<file path="src/rtl/musb_mem_arbiter.sv">
// rtl/musb_mem_arbiter.sv - two-master round-robin memory arbiter with bus watchdog
// Shares one memory port between the core iport and dport; one transaction at a time.
module musb_mem_arbiter #(
  parameter int ADDR_WIDTH     = 32,
  parameter int TIMEOUT_CYCLES = 255,
  parameter int TO_WIDTH       = 8
) (
  input  logic                  clk,
  input  logic                  rst,
  input  logic [ADDR_WIDTH-1:0] iport_address,
  input  logic                  iport_enable,
  output logic [31:0]           iport_data_o,
  output logic                  iport_ready,
  output logic                  iport_error,
  input  logic [ADDR_WIDTH-1:0] dport_address,
  input  logic [31:0]           dport_data_i,
  input  logic [3:0]            dport_wr,
  input  logic                  dport_enable,
  output logic [31:0]           dport_data_o,
  output logic                  dport_ready,
  output logic                  dport_error,
  output logic [ADDR_WIDTH-1:0] mem_address,
  output logic [31:0]           mem_data_o,
  output logic [3:0]            mem_wr,
  output logic                  mem_enable,
  input  logic [31:0]           mem_data_i,
  input  logic                  mem_ready,
  input  logic                  mem_error
);

  typedef enum logic [1:0] {
    IDLE   = 2'd0,
    BUSY_I = 2'd1,
    BUSY_D = 2'd2,
    RESP   = 2'd3
  } state_t;

  localparam bit                WD_EN   = (TIMEOUT_CYCLES != 0);
  localparam logic [TO_WIDTH-1:0] TO_LAST = TO_WIDTH'(TIMEOUT_CYCLES - 1);

  state_t              state;
  state_t              state_next;
  logic                last_grant;   // 1: dport was granted last
  logic [TO_WIDTH-1:0] wd_count;
  logic                grant_i;
  logic                grant_d;
  logic                busy;
  logic                timeout;
  logic                finish;
  logic                success;

  always_comb begin
    state_next = state;
    grant_i    = 1'b0;
    grant_d    = 1'b0;
    busy       = (state == BUSY_I) || (state == BUSY_D);
    timeout    = WD_EN && (wd_count == TO_LAST);
    finish     = busy && (mem_ready || mem_error || timeout);
    success    = mem_ready && !mem_error;
    case (state)
      IDLE: begin
        if (iport_enable && dport_enable) begin
          grant_i = last_grant;
          grant_d = !last_grant;
        end else begin
          grant_i = iport_enable;
          grant_d = dport_enable;
        end
        if (grant_d) begin
          state_next = BUSY_D;
        end else if (grant_i) begin
          state_next = BUSY_I;
        end
      end
      BUSY_I, BUSY_D: begin
        if (finish) begin
          state_next = RESP;
        end
      end
      RESP:    state_next = IDLE;
      default: state_next = IDLE;
    endcase
  end

  always_ff @(posedge clk or negedge rst) begin
    if (!rst) begin
      state      <= IDLE;
      last_grant <= 1'b0;
      wd_count   <= '0;
    end else begin
      state <= state_next;
      if (grant_d) begin
        last_grant <= 1'b1;
      end else if (grant_i) begin
        last_grant <= 1'b0;
      end
      if (busy) begin
        wd_count <= wd_count + 1'b1;
      end else begin
        wd_count <= '0;
      end
    end
  end

  // Request is latched at grant so the master may change or drop its inputs afterwards.
  always_ff @(posedge clk or negedge rst) begin
    if (!rst) begin
      mem_address <= '0;
      mem_data_o  <= '0;
      mem_wr      <= '0;
      mem_enable  <= 1'b0;
    end else begin
      if (grant_d) begin
        mem_address <= dport_address;
        mem_data_o  <= dport_data_i;
        mem_wr      <= dport_wr;
        mem_enable  <= 1'b1;
      end else if (grant_i) begin
        mem_address <= iport_address;
        mem_data_o  <= '0;
        mem_wr      <= '0;
        mem_enable  <= 1'b1;
      end else if (finish) begin
        mem_enable  <= 1'b0;
      end
    end
  end

  always_ff @(posedge clk or negedge rst) begin
    if (!rst) begin
      iport_data_o <= '0;
      iport_ready  <= 1'b0;
      iport_error  <= 1'b0;
      dport_data_o <= '0;
      dport_ready  <= 1'b0;
      dport_error  <= 1'b0;
    end else begin
      iport_ready <= 1'b0;
      iport_error <= 1'b0;
      dport_ready <= 1'b0;
      dport_error <= 1'b0;
      if (finish) begin
        if (state == BUSY_D) begin
          if (success) begin
            dport_ready  <= 1'b1;
            dport_data_o <= mem_data_i;
          end else begin
            dport_error  <= 1'b1;
          end
        end else begin
          if (success) begin
            iport_ready  <= 1'b1;
            iport_data_o <= mem_data_i;
          end else begin
            iport_error  <= 1'b1;
          end
        end
      end
    end
  end

endmodule

</file>
<file path="config.mk">
export PLATFORM = sky130hd
export DESIGN_NAME = musb_mem_arbiter
export DESIGN_NICKNAME = d
export VERILOG_FILES = /design/src/rtl/musb_mem_arbiter.sv
export SDC_FILE = /design/constraint.sdc
export NUM_CORES = 1
export LEC_CHECK = 0
export CAP_MARGIN = 30
export CELL_PAD_IN_SITES_DETAIL_PLACEMENT = 1
export CELL_PAD_IN_SITES_GLOBAL_PLACEMENT = 1
export CORE_UTILIZATION = 34
export DETAILED_ROUTE_END_ITERATION = 8
export PLACE_DENSITY = 0.9
export SYNTH_ARGS = -nofsm -noshare
export SYNTH_HDL_FRONTEND = slang
export SYNTH_SLANG_ARGS = --single-unit
</file>
<file path="constraint.sdc">
create_clock -name clk -period 3 [get_ports clk]
set_input_delay 0.45 -clock clk [delete_from_list [all_inputs] [get_ports clk]]
set_output_delay 0.45 -clock clk [all_outputs]
set_load 0.05 [all_outputs]
</file>
### Word-level counts from Yosys, hierarchy flattened

Index checks and enable logic that the tools add are counted.

* logic and storage cells: 68
* output and inout port bits: 137
* register bits: 148

* multiplexer cells: 32
* reductions and logical operators: 15
* add/sub/neg operators: 1
* bitwise operators: 1
* equal/unequal tests: 6

Operators by type and width (count)
* 32-bit two-way mux: 4
* 1-bit two-way mux: 21
* 8-bit by 1-bit adder with 8-bit output, second input constant: 1
* 8-bit equality test, second input constant: 1
* 4-bit two-way mux: 2
* 8-bit two-way mux: 1
* 2-bit two-way mux: 3
* 2-bit case mux with 3 select lines: 1
* 3-bit AND reduction: 2
* 2-bit equality test, second input constant: 2
* 1-bit logical AND: 3
* 1-bit logical OR: 3
* 3-bit != test, second input constant: 1
* 3-bit nonzero test: 1
* 2-bit by 1-bit equality test with 1-bit output, second input constant: 1
* 1-bit logical NOT: 2
* 2-bit logical NOT: 1
* 2-bit != test, second input constant: 1
* 2-bit AND reduction: 1
* 2-bit nonzero test: 1
* 2-bit OR reduction: 1
* 1-bit NOT: 1

### Depth between registers and ports, before layout

* depth in word-level cells: 6
* depth in mapped cells: 7
* mapped depth without buffers: 6

### Worst setup path before layout

No wires, ideal clock.

* path type: reg-to-reg
* start point: register state[1]
* end point: register iport_data_o[10]
* data required time: 2.873 ns
* library setup time: 0.127 ns
* clock period less this slack: 1.755 ns
* cell stages (with the launch flop): 8
* setup slack: 1.245 ns
* buffers on the path: 1
* data arrival time: 1.627 ns
* cell sequence: dfrtp_1 > inv_1 > ha_1 > and2b_4 > nand2_2 > nor2_4 > buf_6 > mux2_1

* cells in the longest elaborated chain, start to end: 4

RTL lines
* from (decl): line 41 `state_t state;`
* from (signal assigned): line 91 `state <= state_next;`
* 2-bit by 1-bit equality test with 1-bit output or 2-bit equality test (tied branches): line 56, 143
* 1-bit logical OR: line 56 `busy = (state == BUSY_I) || (state == BUSY_D);`
* 1-bit logical AND: line 58 `finish = busy && (mem_ready || mem_error || timeout);`
* 3-bit AND reduction (no line) (*)
* to (signal assigned): line 153 `iport_data_o <= mem_data_i;`
* to (decl): line 12 `output logic [31:0] iport_data_o,`

Mark *: on every way between the ends. The rest lies on a longest branch, timed or not.
A chain may end at the register's enable or synchronous reset.

### Worst setup path after layout

* start point: register state[1]
* end point: register iport_data_o[0]

Same word-level chain as after synthesis.

==> impl_metrics.toml <==
[synth]
synth_fp_nets = 570
syn_inst = 427
syn-cell-area_mm2 = 0.005909
yosys_warnings = 0
yosysSeqAreaShare = 0.6267
synth.distinct_cells = 32
synth_area_per_cell_um2 = 13.84
synth-seq-cells = 148

[clock_network]
postCtsHoldBufs = 0
cts_buffers = 17
clkSlewWorstSetupHoldPaths_ns = 0.06
clk_latency_ns = 0.42
cts_max_level = 4
cts_resized = 0
clock_sinks = 148
clockRootBuffer = "clkbuf_16"
postCtsSetupRepairBufs = 0
cts_max_path_buffers = 2
cts_tree = "done"

[floorplan]
core-area_mm2 = 0.01676
die_w_um = 133.8
die-area_mm2 = 0.01791
ios = 275
die-height_um = 133.8
rows = 47
initial_core_util = 0.3526

[cells_and_area]
layout-area-overhead-vs-synth_pct = 59.92
layout-drive-gt1-share = 0.07682
layout.nets = 846
layout_common_cells = "clkdlybuf4s50_1, dfrtp_1, mux2_1, nand2_1, a22o_1"
num_antenna_cells = 0
final_common_cell = "clkdlybuf4s50_1"

[setup_path]
crit_buf_inv = 2
criticalPathCategory = "register to register"
cp_max_fo = 33
cp_slowest_cell = "ha_1"
cp-end-kind = "register"
cp.arrival_ns = 2.44
max_stage_delay_ns = 0.42
worst-r2r-cell-count = 7
crit_path_start_kind = "register"
cp.required_ns = 3.30
path_cells = "inv_1, ha_1, and2b_4, nand2_2, nor2_4, buf_4, mux2_2"
reg2reg_from = "state[1]"
crit_family = "buffers and inverters"
timing.rr.end = "iport_data_o[0]"
rrSetupSlack_ns = 0.86

[global_routing]
grt_util_all_layers = 0.2041
grt_max_degree = 79
grt_remaining_overflow = 0
grt_pass1_wl_mm = 27.89
antenna_found_initial = 0
grt_pass1_vias = 5178

[timing]
fin_worst_skew_ns = 0.01149
timing.slew.headroom = 0.5107
fmax_mhz = 467.9
setup_ws_ns = 0.8628
setup_viol = 0
finalHoldViolCount = 0
tns_ns = 0
rsz0062_at_grt = "false"
tightest_slew_ns = 0.7340
timing.final.max_slew_violations = 0
post-route-min-period_ns = 2.137
fin_crit_sh = 0.7124
hold_ws_ns = 0.03590

[placement]
gp_congestion = 0.7705
dp_hpwl_mm = 12.92
port_buffers = 274
pre_cts_ws_ns = 0.6047

[routing]
drc = 0
vias_per_cell = 4.879
vias = 4567
ant_nets = 0
routedWlPerCell_um = 18.71
routed_wl_mm = 17.52
dr.pass1.iters = 4
drt_iter0_markers = 124

[run]
cap_violations = 0

[pwr]
p_total_mw = 12.44
ir_drop_mv = 0.6318
p_per_area_mw_per_mm2 = 1316
p_leak_nw = 4.144

[outcome]
status = "finished, final reports clean"

[worst_hold_path]
worst_hold_path_type = "primary input to asynchronous set/reset pin"
-- area by class of cell --
cell class	instances	area, um2
fillers	1650	7310
flip-flops and latches	148	3704
repair buffers	282	2816
multi-input cells	247	2028
clock buffers	19	452.9
well taps	220	275.3
clock inverters	13	147.6
inverters	7	26.28
-- cell families (layout without fill, tap and decap cells) --
logic type	count (synthesis)	after routing	synth area share
compound gates	76	76	0.09105
xor+xnor	6	6	0.008893
fa+ha+maj	5	5	0.01059
buf+inv	32	321	0.03387
flops	148	148	0.6267
mux	99	99	0.1812
simple gates	61	61	0.04764
-- worst register-to-register path: cells and delay by family (launching register included) --
kind / cells / cell delay (ns)
buffers and inverters: 2 / 0.47
muxes: 1 / 0.43
adders and majority gates: 1 / 0.42
and+or+nand+nor: 3 / 0.37
DFF: 1 / 0.35
-- per-stage QoR --
stage          cells  utilization  area, um2
6_report         936       0.5639       9450
2_1_floorplan    427            -       5909
5_1_grt          936       0.5639       9450
3_3_place_gp     904       0.5280       8850
4_1_cts          936       0.5639       9450
3_5_place_dp     904       0.5280       8850
-- cell usage after synthesis, drive strengths merged --
master / instances / area [um2]
ha: 5 / 62.56
a21boi: 1 / 7.510
o21ai: 35 / 175.2
mux2: 64 / 720.7
o31a: 1 / 8.760
dfrtp: 148 / 3704
buf: 23 / 166.4
a22o: 36 / 315.3
nand3: 5 / 37.54
o31ai: 1 / 7.510
nand4: 2 / 12.51
nand2: 37 / 141.4
clkbuf: 2 / 7.510
and2b: 1 / 10.01
inv: 7 / 26.27
nor2: 12 / 52.55
mux2i: 35 / 350.3
xor2: 5 / 43.79
o41ai: 1 / 16.27
and4: 1 / 8.760
xnor2: 1 / 8.760
and2: 1 / 6.260
and3: 2 / 12.51
a21o: 1 / 7.510
-- state kept, by name, indices dropped and copies added (netlist names), 2 cells and up --
register,cells
iport_data_o,32
mem_data_o,32
mem_address,32
wd_count,8
mem_wr,4
dport_data_o,32
state,2
-- metal layers --
metal  track usage  vias up  share of wire
li1              -     2060              -
met1        0.2252     2277           0.38
met2        0.3615      209           0.51
met3       0.07294       21          0.087
met4       0.07008        0          0.015
met5             0        -              0
-- how the worst max path moves through the flow --
stage	from	endpoint	cells after the start
2_1_floorplan	state[1]	iport_data_o[10]	7
3_3_place_gp	mem_error	iport_data_o[0]	6
3_5_place_dp	dport_enable	mem_address[2]	5
4_1_cts	state[1]	iport_data_o[0]	7
5_1_grt	state[1]	iport_data_o[23]	7
6_report	state[1]	iport_data_o[0]	7
-- power breakdown --
group	internal [mW]	switching, mW	total (mW)
Clock	1.28	0.878	2.16
Sequential	2.92	0.538	3.46
Combinational	2.34	4.48	6.81
Total	6.55	5.89	12.4
No activity file was read; power rests on OpenSTA's default activity.
==> patch, RTL diff (config.mk and constraints unchanged) <==
Re-encode `state_t` (4 states) as one-hot, 4 bits wide.
--- a/src/rtl/musb_mem_arbiter.sv
+++ b/src/rtl/musb_mem_arbiter.sv
@@ -29,9 +29,9 @@
 );
 
-  typedef enum logic [1:0] {
-    IDLE   = 2'd0,
-    BUSY_I = 2'd1,
-    BUSY_D = 2'd2,
-    RESP   = 2'd3
+  typedef enum logic [3:0] {
+    IDLE   = 4'b0001,
+    BUSY_I = 4'b0010,
+    BUSY_D = 4'b0100,
+    RESP   = 4'b1000
   } state_t;
 
Formal check against the unedited RTL: same outputs for any inputs over 4 cycles, from zero or initial values and one cycle with rst low; so few cycles prove little.
==> patch against the unedited design <==
  * Final area is 4.7% higher
  * Setup slack worse by 0.14 ns
  * Power is 1.3% higher
  * Critical path depth is 3 lower
  * Sequential cell count is 2 higher
  * Clock skew hardly changed
  * Wire length is 5.5% higher
  * Synthesized area is 6.0% higher
  * Highest routed layer unchanged
==> patch: results (changes against the unedited design) <==
Post-Synth XOR/XNOR Area 0.559% (was 0.889%); Via density 4.86 (was 4.88); Storage cell area 3750 um2 (was 3700 um2); met1 WL 7.44 mm (was 6.73 mm); WL met3 1.50 mm (was 1.52 mm); top sig layer met4 (unchanged); Iteration-0 DRC Markers 140 (was 124); Post-synth top cells dfrtp_1 (149), mux2_2 (70), mux2_4 (58) (was dfrtp_1 (148), mux2_1 (58), a22o_1 (36), nand2_1 (36)); Setup WS pre-CTS 0.646 ns (was 0.605 ns); area of the multi-input gates 2340 um2 (was 2030 um2); complex-gate fraction of the synthesized area 6.45% (was 9.10%); post-synth cell types 35 (was 32); Mapped Nets 534 (was 570); crit-path leading delay family simple AND/OR/NAND/NOR gates (was buffers and inverters); Die Footprint 19000 um2 (was 17900 um2); Pleak 0.00443 uW (was 0.00414 uW); GP Congestion 0.786 (was 0.771); GRT Total Usage 19.4% (was 20.4%); Final clock-cell share 6.58% (was 6.36%); top post-synthesis cells by area dfrtp_1 (60%), mux2_4 (14%), mux2_2 (13%), a22o_1 (5.0%), buf_12 (0.96%) (was dfrtp_1 (63%), mux2_1 (11%), mux2i_1 (5.9%), a22o_1 (5.3%), o21ai_0 (3.0%)); first-pass GRT wire length 27.5 mm (was 27.9 mm); post-synthesis mux area share 26.5% (was 18.1%); share of cells above drive strength 1 25.8% (was 7.68%); #MultiIn Comb 215 (was 247); Post-DP Area 9240 um2 (was 8850 um2); NonClk Buf Share 28.7% (was 29.8%); Synth Area in Adders 0.400% (was 1.06%); fin crit share 76.0% (was 71.2%); # fillers 1724 (was 1650); Seq/Total Area, Yosys 60.0% (was 62.7%); Worst path slowest cell or4b_4 (was ha_1); CP Launch Point state[3] (was state[1]); vias in the first global route 4931 (was 5178); pin count of the biggest net entering global routing 75 (was 79); flop-to-flop setup slack 0.72 ns (was 0.86 ns); CP peak stage delay 0.58 ns (was 0.42 ns); Worst Hold Class in2async (unchanged); post-CTS setup buffers 0 (unchanged); Peak VDD IR 0.854 mV (was 0.632 mV); CP endpoint dport_data_o[5] (was iport_data_o[0]); H-Tree Level Count 4 (unchanged); fin nets 812 (was 846); status completed (unchanged); WL met2 9.21 mm (was 9.00 mm); hpwl dp 13.6 mm (was 12.9 mm); WP data arrival 2.57 ns (was 2.44 ns); worst-margin pin slew 0.720 ns (was 0.734 ns); Inverters, non-clock 6 (was 7); worst clock skew 0.0117 ns (was 0.0115 ns); wire length per cell 20.3 um (was 18.7 um); synthesized flop and latch total 150 (was 148)
-- patch: cell count changes after synthesis, sizes merged, moves of 3 or more --
cell | before | now
mux2 | 64 | 128
nor2 | 12 | 7
nand2 | 37 | 1
clkbuf | 2 | 11
xor2 | 5 | 2
buf | 23 | 12
a21oi | 0 | 4
o21ai | 35 | 5
mux2i | 35 | 0
ha | 5 | 2
or3 | 0 | 6
-- patch: metrics by stage --
step           instances  hold slack, ns  power [uW]  utilization, %
2_1_floorplan        394           0.154        7850               -
3_3_place_gp         882           0.484       10100            51.3
3_5_place_dp         882           0.481       10300            51.3
4_1_cts              912          0.0800       12700            54.9
5_1_grt              912           0.102       13100            54.9
6_report             912          0.0658       12600            54.9
-- patch: cell families after synthesis --
logic type / Yosys count
flops: 150
simple gates: 30
compound gates: 51
xor+xnor: 4
mux: 128
fa+ha+maj: 2
buf+inv: 29
-- patch: metal layers --
metal,up-vias,GRT usage [%]
met5,-,0
met4,0,6.40
met3,21,6.62
met2,210,33.4
met1,2214,22.4
li1,1985,-
-- patch: where the power goes --
part / switching (uW) / internal (uW) / total, uW
clock network: 846 / 1520 / 2360
logic: 4100 / 2700 / 6800
registers: 543 / 2890 / 3430
-- patch: how the worst min path moves through the flow --
| stage | from | endpoint | slack [ns] | depth (start not counted) |
|---|---|---|---|---|
| final | rst | dport_data_o[16] | 0.07 | 1 |
| after global routing | rst | iport_data_o[13] | 0.10 | 1 |
| after CTS | rst | dport_data_o[20] | 0.08 | 1 |
| after detailed placement | mem_data_o[14] | mem_data_o[14] | 0.48 | 1 |
| after global placement | mem_data_o[2] | mem_data_o[2] | 0.48 | 1 |
| after floorplan | rst | dport_data_o[0] | 0.15 | 0 |
